--- src/rtl/ram_pkg.sv ---
// Shared definitions for the RAM block-transfer engine: default widths,
// operation mode encodings and FSM state encoding.
package ram_pkg;

    localparam int unsigned DW_DEF = 8;
    localparam int unsigned AW_DEF = 6;

    localparam logic MODE_FILL = 1'b0;
    localparam logic MODE_COPY = 1'b1;

    typedef enum logic [1:0] {
        ST_IDLE = 2'd0,
        ST_RD   = 2'd1,
        ST_WR   = 2'd2,
        ST_FIN  = 2'd3
    } state_e;

endpackage

--- src/rtl/ram_addr_gen.sv ---
// Word index counter for ram_mover: produces wrapped source/destination
// addresses for the next access and flags the final word of a transfer.
module ram_addr_gen
    import ram_pkg::*;
#(
    parameter int unsigned AW = AW_DEF
) (
    input  logic          clk,
    input  logic          rst,
    input  logic          i_clr,
    input  logic          i_inc,
    input  logic [AW:0]   i_len,
    input  logic [AW-1:0] i_src,
    input  logic [AW-1:0] i_dst,
    output logic [AW-1:0] o_src_a_c,
    output logic [AW-1:0] o_dst_a_c,
    output logic          o_last_c
);

    logic [AW:0] r_i;
    logic [AW:0] w_i_inc;
    logic [AW:0] w_idx;

    always_ff @(posedge clk or posedge rst) begin
        if (rst) begin
            r_i <= '0;
        end else if (i_clr) begin
            r_i <= '0;
        end else if (i_inc) begin
            r_i <= w_i_inc;
        end
    end

    assign w_i_inc = r_i + (AW + 1)'(1);

    // Index the following cycle will use, so the top can register its address.
    assign w_idx     = i_inc ? w_i_inc : r_i;
    assign o_src_a_c = i_src + w_idx[AW-1:0];
    assign o_dst_a_c = i_dst + w_idx[AW-1:0];
    assign o_last_c  = (w_i_inc == i_len);

endmodule

--- src/rtl/ram_mover.sv ---
// Block-transfer engine for a single-port RAM: fills a word range with a
// constant or copies a range word by word in ascending order.
module ram_mover
    import ram_pkg::*;
#(
    parameter int unsigned DW = DW_DEF,
    parameter int unsigned AW = AW_DEF
) (
    input  logic          clk,
    input  logic          rst,
    input  logic          i_start,
    input  logic          i_mode,
    input  logic [AW-1:0] i_src,
    input  logic [AW-1:0] i_dst,
    input  logic [AW:0]   i_len,
    input  logic [DW-1:0] i_fill_val,
    output logic          o_busy,
    output logic          o_done,
    output logic          o_err,
    output logic [AW-1:0] o_mem_a,
    output logic [DW-1:0] o_mem_d,
    output logic          o_mem_we,
    input  logic [DW-1:0] i_mem_q
);

    localparam logic [AW:0] DEPTH = {1'b1, {AW{1'b0}}};

    state_e        r_state;
    logic          r_mode;
    logic [AW-1:0] r_src;
    logic [AW-1:0] r_dst;
    logic [AW:0]   r_len;
    logic          r_busy;
    logic          r_done;
    logic          r_err;
    logic [AW-1:0] r_mem_a;
    logic [DW-1:0] r_mem_d;
    logic          r_mem_we;

    logic          w_clr;
    logic          w_inc;
    logic [AW-1:0] w_src_a;
    logic [AW-1:0] w_dst_a;
    logic          w_last;

    assign w_clr = (r_state == ST_IDLE) && i_start;
    assign w_inc = (r_state == ST_WR);

    ram_addr_gen #(
        .AW (AW)
    ) u_addr_gen (
        .clk       (clk),
        .rst       (rst),
        .i_clr     (w_clr),
        .i_inc     (w_inc),
        .i_len     (r_len),
        .i_src     (r_src),
        .i_dst     (r_dst),
        .o_src_a_c (w_src_a),
        .o_dst_a_c (w_dst_a),
        .o_last_c  (w_last)
    );

    // r_mem_d doubles as the fill constant and the copy data register.
    always_ff @(posedge clk or posedge rst) begin
        if (rst) begin
            r_state  <= ST_IDLE;
            r_mode   <= MODE_FILL;
            r_src    <= '0;
            r_dst    <= '0;
            r_len    <= '0;
            r_busy   <= 1'b0;
            r_done   <= 1'b0;
            r_err    <= 1'b0;
            r_mem_a  <= '0;
            r_mem_d  <= '0;
            r_mem_we <= 1'b0;
        end else begin
            case (r_state)
                ST_IDLE: begin
                    r_done   <= 1'b0;
                    r_mem_we <= 1'b0;
                    if (i_start) begin
                        r_mode <= i_mode;
                        r_src  <= i_src;
                        r_dst  <= i_dst;
                        r_len  <= i_len;
                        r_err  <= 1'b0;
                        if (i_len == '0) begin
                            r_state <= ST_FIN;
                            r_done  <= 1'b1;
                        end else if (i_len > DEPTH) begin
                            r_state <= ST_FIN;
                            r_done  <= 1'b1;
                            r_err   <= 1'b1;
                        end else if (i_mode == MODE_FILL) begin
                            r_state  <= ST_WR;
                            r_busy   <= 1'b1;
                            r_mem_we <= 1'b1;
                            r_mem_a  <= i_dst;
                            r_mem_d  <= i_fill_val;
                        end else begin
                            r_state <= ST_RD;
                            r_busy  <= 1'b1;
                            r_mem_a <= i_src;
                        end
                    end
                end
                ST_RD: begin
                    r_state  <= ST_WR;
                    r_mem_we <= 1'b1;
                    r_mem_a  <= w_dst_a;
                    r_mem_d  <= i_mem_q;
                end
                ST_WR: begin
                    if (w_last) begin
                        r_state  <= ST_FIN;
                        r_busy   <= 1'b0;
                        r_done   <= 1'b1;
                        r_mem_we <= 1'b0;
                    end else if (r_mode == MODE_FILL) begin
                        r_mem_a <= w_dst_a;
                    end else begin
                        r_state  <= ST_RD;
                        r_mem_we <= 1'b0;
                        r_mem_a  <= w_src_a;
                    end
                end
                ST_FIN: begin
                    r_state <= ST_IDLE;
                    r_done  <= 1'b0;
                end
                default: begin
                    r_state <= ST_IDLE;
                end
            endcase
        end
    end

    assign o_busy   = r_busy;
    assign o_done   = r_done;
    assign o_err    = r_err;
    assign o_mem_a  = r_mem_a;
    assign o_mem_d  = r_mem_d;
    assign o_mem_we = r_mem_we;

endmodule

--- config.mk ---
export PLATFORM = sky130hd
export DESIGN_NAME = ram_mover
export DESIGN_NICKNAME = d
export VERILOG_FILES = /design/src/rtl/ram_pkg.sv /design/src/rtl/ram_addr_gen.sv /design/src/rtl/ram_mover.sv
export SDC_FILE = /design/constraint.sdc
export NUM_CORES = 1
export LEC_CHECK = 0
export ABC_AREA = 1
export BUFFER_PORTS_ARGS = -buffer_cell sky130_fd_sc_hd__buf_2
export CAP_MARGIN = 20
export CORE_ASPECT_RATIO = 1.75
export CORE_MARGIN = 5
export CORE_UTILIZATION = 56
export CTS_CLUSTER_DIAMETER = 30
export CTS_CLUSTER_SIZE = 16
export DETAILED_ROUTE_END_ITERATION = 10
export PLACE_DENSITY = 0.81
export SYNTH_ARGS = -nofsm -noshare
export SYNTH_HDL_FRONTEND = slang
export SYNTH_SLANG_ARGS = --single-unit
export TNS_END_PERCENT = 30
--- constraint.sdc ---
create_clock -name clk -period 3 [get_ports clk]
set_clock_uncertainty 0.2 [all_clocks]
set_input_delay 0.3 -clock clk [delete_from_list [all_inputs] [get_ports clk]]
set_output_delay 0.3 -clock clk [all_outputs]
set_load 0.01 [all_outputs]
Yosys cells after proc, flatten, opt, wreduce, memory -nomap -nowiden:

Index checks and enable logic that the tools add are counted.

* register bits after elaboration: 47
* bits of input ports: 39
* output and inout bits: 18
* logic and storage cells: 82

* $add $sub $neg: 3
* $lt $le $gt $ge: 1
* eq/ne operators: 11
* muxes and demuxes: 39
* reduce and logical (&&, ||, !) cells: 15

Operators by type and width (number)
* two-way mux 6 bit: 6
* two-way mux 8 bit: 4
* case mux 6 bit (3 select lines): 1
* case mux 8 bit (2 select lines): 1
* two-way mux 1 bit: 15
* AND reduction 5 bit: 3
* two-way mux 7 bit: 2
* adder 6 bit: 2
* two-way mux 2 bit: 6
* != test 2 bit (second input constant): 6
* case mux 2 bit (4 select lines): 1
* AND reduction 2 bit: 4
* adder 7 x 1 -> 7 bit (second input constant): 1
* == test 7 bit: 1
* greater-than comparator 7 bit (second input constant): 1
* logical NOT 7 bit: 1
* case mux 1 bit (3 select lines): 2
* nonzero test 2 bit: 3
* nonzero test 3 bit: 2
* == test 2 bit (second input constant): 2
* != test 3 bit (second input constant): 1
* == test 2 x 1 -> 1 bit (second input constant): 1
* logical NOT 2 bit: 1
* case mux 1 bit (2 select lines): 1
* logical AND 1 bit: 1

Depth between registers and ports, before layout:

* depth in word-level cells: 6
* gate-level depth with buffers: 19
* depth with buffers taken out: 19

Modules after synthesis:

From an unflattened synthesis, not the netlist that was laid out.

* cells, all modules: 450
* area total of the unflattened synthesis: 3205.6 µm²

Modules (own cells, without submodules)
* ram_mover: instances 1, cells each 287, area each 2158.3 µm², seq. area each 1001.0 µm²
* ram_addr_gen: instances 1, cells each 163, area each 1047.3 µm², seq. area each 175.2 µm²

Least setup slack after synthesis:

No wires, ideal clock.

* path kind: reg-to-reg
* start point: reg r_state[0]
* end point: reg r_mem_a[4] (netlist: o_mem_a[4])
* setup time: 0.116 ns
* arrival: 2.381 ns
* required time: 2.684 ns
* slack: 0.302 ns
* cell stages (with the launch flop): 14
* buffers on the path: 1
* period minus slack after synthesis: 2.698 ns
* cell sequence: dfrtp_1 inv_1 ha_1 buf_2 o21ai_0 inv_1 fa_1 o21ai_0 xnor2_1 nand2_1 nand3_1 o211ai_1 nand2_1 nand2_1

* longest elaborated chain between the ends: 6
* elaborated cells between the ends (all ways): 15
* those cells by class: 2 x add/sub; 6 x eq/ne; 4 x mux; 3 x reduce/logical

Ends and longest elaborated chain
* start, declared: RTL line ram_mover.sv:28 `state_e r_state;`
* start signal, assigned: RTL line ram_mover.sv:67 `r_state <= ST_IDLE;`
* start signal, assigned: RTL line ram_mover.sv:90 `r_state <= ST_FIN;`
* start signal, assigned: RTL line ram_mover.sv:93 `r_state <= ST_FIN;`
* == test 2 bit: RTL line ram_mover.sv:47, ram_mover.sv:79
* two-way mux 7 bit
* adder 6 bit, on equally long branches: RTL line ram_addr_gen.sv:39, ram_addr_gen.sv:38
* two-way mux 6 bit: RTL line ram_mover.sv:121 `end else if (r_mode == MODE_FILL) begin`
* two-way mux 6 bit: RTL line ram_mover.sv:116 `if (w_last) begin`
* case mux 6 bit (3 select lines): RTL line ram_mover.sv:79 `case (r_state)`
* end signal, assigned: RTL line ram_mover.sv:112 `r_mem_a <= w_dst_a;`
* end signal, assigned: RTL line ram_mover.sv:122 `r_mem_a <= w_dst_a;`
* end signal, assigned: RTL line ram_mover.sv:126 `r_mem_a <= w_src_a;`
* end, declared: RTL line ram_mover.sv:36 `logic [AW-1:0] r_mem_a;`

Parallel ways exist; a longest one is shown, timed or not. The select of a mux whose other input is x is not followed.
A chain may end at the register's enable or synchronous reset.

Worst setup path after layout:

Same ends and word-level chain as after synthesis.

==> summary.txt <==
Outcome
  • Status: completed

Layout
  • Inserted Diodes: 0
  • Area grow syn2layout: 16.1%
  • Fin util: 67.2%
  • Final nets: 533
  • Layout cells sized above 1: 19.3%

Placement
  • Dpl hpwl: 6280 um
  • Placer Congestion: 1.04
  • IO buf count: 56

Critical path
  • Crit path cell chain: inv_1 > ha_2 > nand2_1 > nand2_1 > ha_1 > inv_1 > fa_1 > o21ai_0 > a21oi_1 > o21ai_0 > nand3_1 > o211ai_1 > nand2_1 > nand2_1
  • Critical path arrival: 2770 ps
  • Worst setup EP type: register
  • Crit path top cell by count: nand2_1
  • Crit path max-delay family: adder cells
  • Slowest cell on crit path: dfrtp_1
  • Kind of critical path: reg2reg
  • Largest stage delay, worst path: 420 ps
  • CP Launch Type: register
  • CP Buf/Inv Count: 2
  • Req. time, crit path: 3040 ps
  • Max FO, Critical Path: 8

Global routing
  • Global-route wire length before repair: 13,500 um
  • Overflow after GRT: 0
  • Largest net degree at the start of global routing: 48
  • Number of global-route vias before repair: 2,963
  • Overall Global Routing Usage: 24.6%
  • Initial antenna violation count: 0

Route
  • Routed len/inst: 14.5 um
  • Vias per cell: 5.23
  • 1st-iter DRT viols: 130
  • Post-route ant nets: 0
  • Vias: 2,879
  • DRC viols: 0
  • First-pass iteration count of the detailed router: 4
  • Final wirelength: 7960 um

Power and ir drop
  • Cell internal pwr: 833 uW
  • Seq pwr share: 58.4%
  • Net Sw Frac: 24.2%
  • Leak: 0.00198 uW
  • Power per Cell Area: 308 mW/mm^2
  • NetSw: 265 uW
  • Clk network pwr share: 35.0%
  • Combinational share of power: 6.6%
  • VDD IR-drop max: 0.223 mV

Logic synthesis
  • Synth Area per Inst: 7.37 um^2
  • Largest area contributor in the netlist: dfrtp_1
  • Yosys cell types: 35
  • Top cells by area, synth: dfrtp_1 38%, nand2_1 16%, ha_1 6.9%
  • Synth Warn #: 0
  • Yosys top cell area share: 38.4%
  • Yosys reg bits: 47
  • Post-Synthesis Cell Area: 0.00307 mm^2
  • Sequential fraction of the synthesis area: 38.4%
  • Synth Instances: 416
  • Net count after synthesis: 474

STA
  • Rel. slew slack: 56.8%
  • Tmin final: 2730 ps
  • Slew @ Worst Pin: 647 ps
  • Fin. max-slew vios: 0
  • Final Cycle Share: 91.0%
  • Final setup fails: 0
  • Max Fclk: 0.366 GHz
  • Unrepaired setup endpoints after global routing: false
  • Setup TNS: 0 ps
  • Final Hold Fails: 0

Clocking
  • Clk slew on worst S/H paths: 100 ps
  • CTS tree: built
  • Post CTS Setup Buffer Count: 0
  • CTS sink count: 47
  • Clk buf depth: 2
  • Htree depth: 2
  • CTS Buf Count: 5
  • Clock Tree Root: clkbuf_8
  • Worst-Skew Late Latency: 300 ps

Floorplanning
  • FP Rows: 35
  • Die W: 65.9 um
  • # IOs: 57
  • Die area: 0.00711 mm^2
  • Core area: 0.00530 mm^2
  • Die Ht: 108 um
  • Initial Utilization: 57.9%

Flow run
  • Max cap viols: 0

Hold path
  • Hold Crit Class: in2reg
## layer usage
metal  track usage, %  wire length [um]  part of all wire, %
met1             25.9              2970                   37
met2             46.2              4380                   55
met3             3.55               348                  4.4
met4             11.9               271                  3.4
met5                0                 0                    0
## synth_stat cells
master / n
o21bai_2: 1
buf_2: 3
nand3b_1: 2
a31oi_1: 1
o211ai_1: 1
o2111ai_1: 1
o21ai_1: 2
xor2_1: 3
o21ai_0: 39
a21oi_1: 21
o211a_1: 1
inv_2: 2
nand2_2: 7
nand2_4: 1
nor2_1: 17
inv_1: 49
a21oi_2: 1
or2_0: 1
nand2_1: 133
dfrtp_1: 47
clkinv_1: 1
ha_1: 17
nand4_1: 3
clkbuf_1: 8
nand3_2: 2
mux2i_1: 8
nor2_4: 2
nor2_2: 3
o22ai_1: 1
fa_1: 2
o21bai_1: 1
nor3_1: 1
xnor2_1: 4
a221oi_1: 1
nand3_1: 29
## power by group through the flow
stage	sequential, uW	combinational, uW	clock [uW]
after floorplan	656	23.8	0
after global placement	654	66.6	0
after detailed placement	654	68.6	0
after CTS	641	68.4	396
after global routing	642	82.5	424
final	641	72.5	384
## logic make-up (layout without fill, tap and decap cells)
kind of cell	count (synthesis)	after routing	synth area share [%]
AO/OA/AOI/OAI	71	71	12.6
XOR/XNOR	7	7	2.00
adder cells (fa/ha/maj)	19	19	8.24
buffers and inverters	63	123	7.84
flip-flops	47	47	38.4
multiplexers	8	8	2.61
AND/OR/NAND/NOR	201	201	28.4
## registers in the layout, indices dropped and copies added (netlist names)
register	cells
o_done	1
u_addr_gen.r_i	7
o_mem_d	8
o_mem_we	1
r_state	2
o_err	1
r_len	7
o_mem_a	6
r_src	6
r_dst	6
o_busy	1
r_mode	1
## final timing paths
check	slack, ps	startpoint	cells past startpoint	end
setup / recovery	270	r_state[0]	14	o_mem_a[4]
hold / removal	10	i_dst[0]	3	r_dst[0]
setup reg to reg	270	r_state[0]	14	o_mem_a[4]
hold reg to reg	270	o_busy	2	o_busy
max in group asynchronous	1670	rst	4	r_dst[1]
min in group asynchronous	410	rst	3	o_mem_d[3]
## layout by cell type, fill, tap and decap left out, types with 2 or more instances in the layout
cell type | Yosys | final
nand2_1 | 133 | 133
nand4_1 | 3 | 3
nand3_1 | 29 | 29
buf_4 | 0 | 5
nand3b_1 | 2 | 2
ha_1 | 17 | 16
xor2_1 | 3 | 3
dfrtp_1 | 47 | 47
buf_2 | 3 | 56
nand2_2 | 7 | 7
nand3_2 | 2 | 2
clkinvlp_4 | 0 | 2
mux2i_1 | 8 | 8
xnor2_1 | 4 | 4
inv_1 | 49 | 48
inv_2 | 2 | 4
clkbuf_8 | 0 | 5
fa_1 | 2 | 2
a21oi_1 | 21 | 21
nor2_1 | 17 | 17
o21ai_1 | 2 | 4
nor2_2 | 3 | 3
o21ai_0 | 39 | 37
nor2_4 | 2 | 2
## worst register-to-register path, stage by stage, from the launching register on
cell and delay (ps):
dfrtp_1 420, inv_1 120, ha_2 280, nand2_1 100, nand2_1 110, ha_1 210
inv_1 70, fa_1 410, o21ai_0 240, a21oi_1 90, o21ai_0 110, nand3_1 100
o211ai_1 90, nand2_1 80, nand2_1 60
## metrics by stage
stage | hold slack, ps | worst slack, ps | instance area [um^2] | std cells | power [uW]
6_report | 9.78 | 271 | 3560 | 550 | 1100
5_1_grt | 14.7 | 4.95 | 3560 | 550 | 1150
4_1_cts | 0.126 | 27.0 | 3520 | 548 | 1110
3_5_place_dp | 257 | 51.3 | 3430 | 540 | 722
3_3_place_gp | 253 | 59.9 | 3430 | 540 | 720
2_1_floorplan | 210 | 302 | 3070 | 416 | 680
## timing repair
action,4_1_cts,5_1_grt
endpoints found under the hold margin,0,24
endpoints found under the setup margin,0,3
hold buffers,0,1
gates resized for setup,0,4
## final cells by class
| type | instances | area, um^2 |
|---|---|---|
| Multi-Input combinational cell | 306 | 1650 |
| Sequential cell | 47 | 1180 |
| Clock buffer | 5 | 68.8 |
| Tap cell | 74 | 92.6 |
| Fill cell | 498 | 1740 |
| Inverter | 52 | 195 |
| Clock inverter | 3 | 20.0 |
| Timing Repair Buffer | 63 | 355 |
Power figures use the tool's default switching activity.
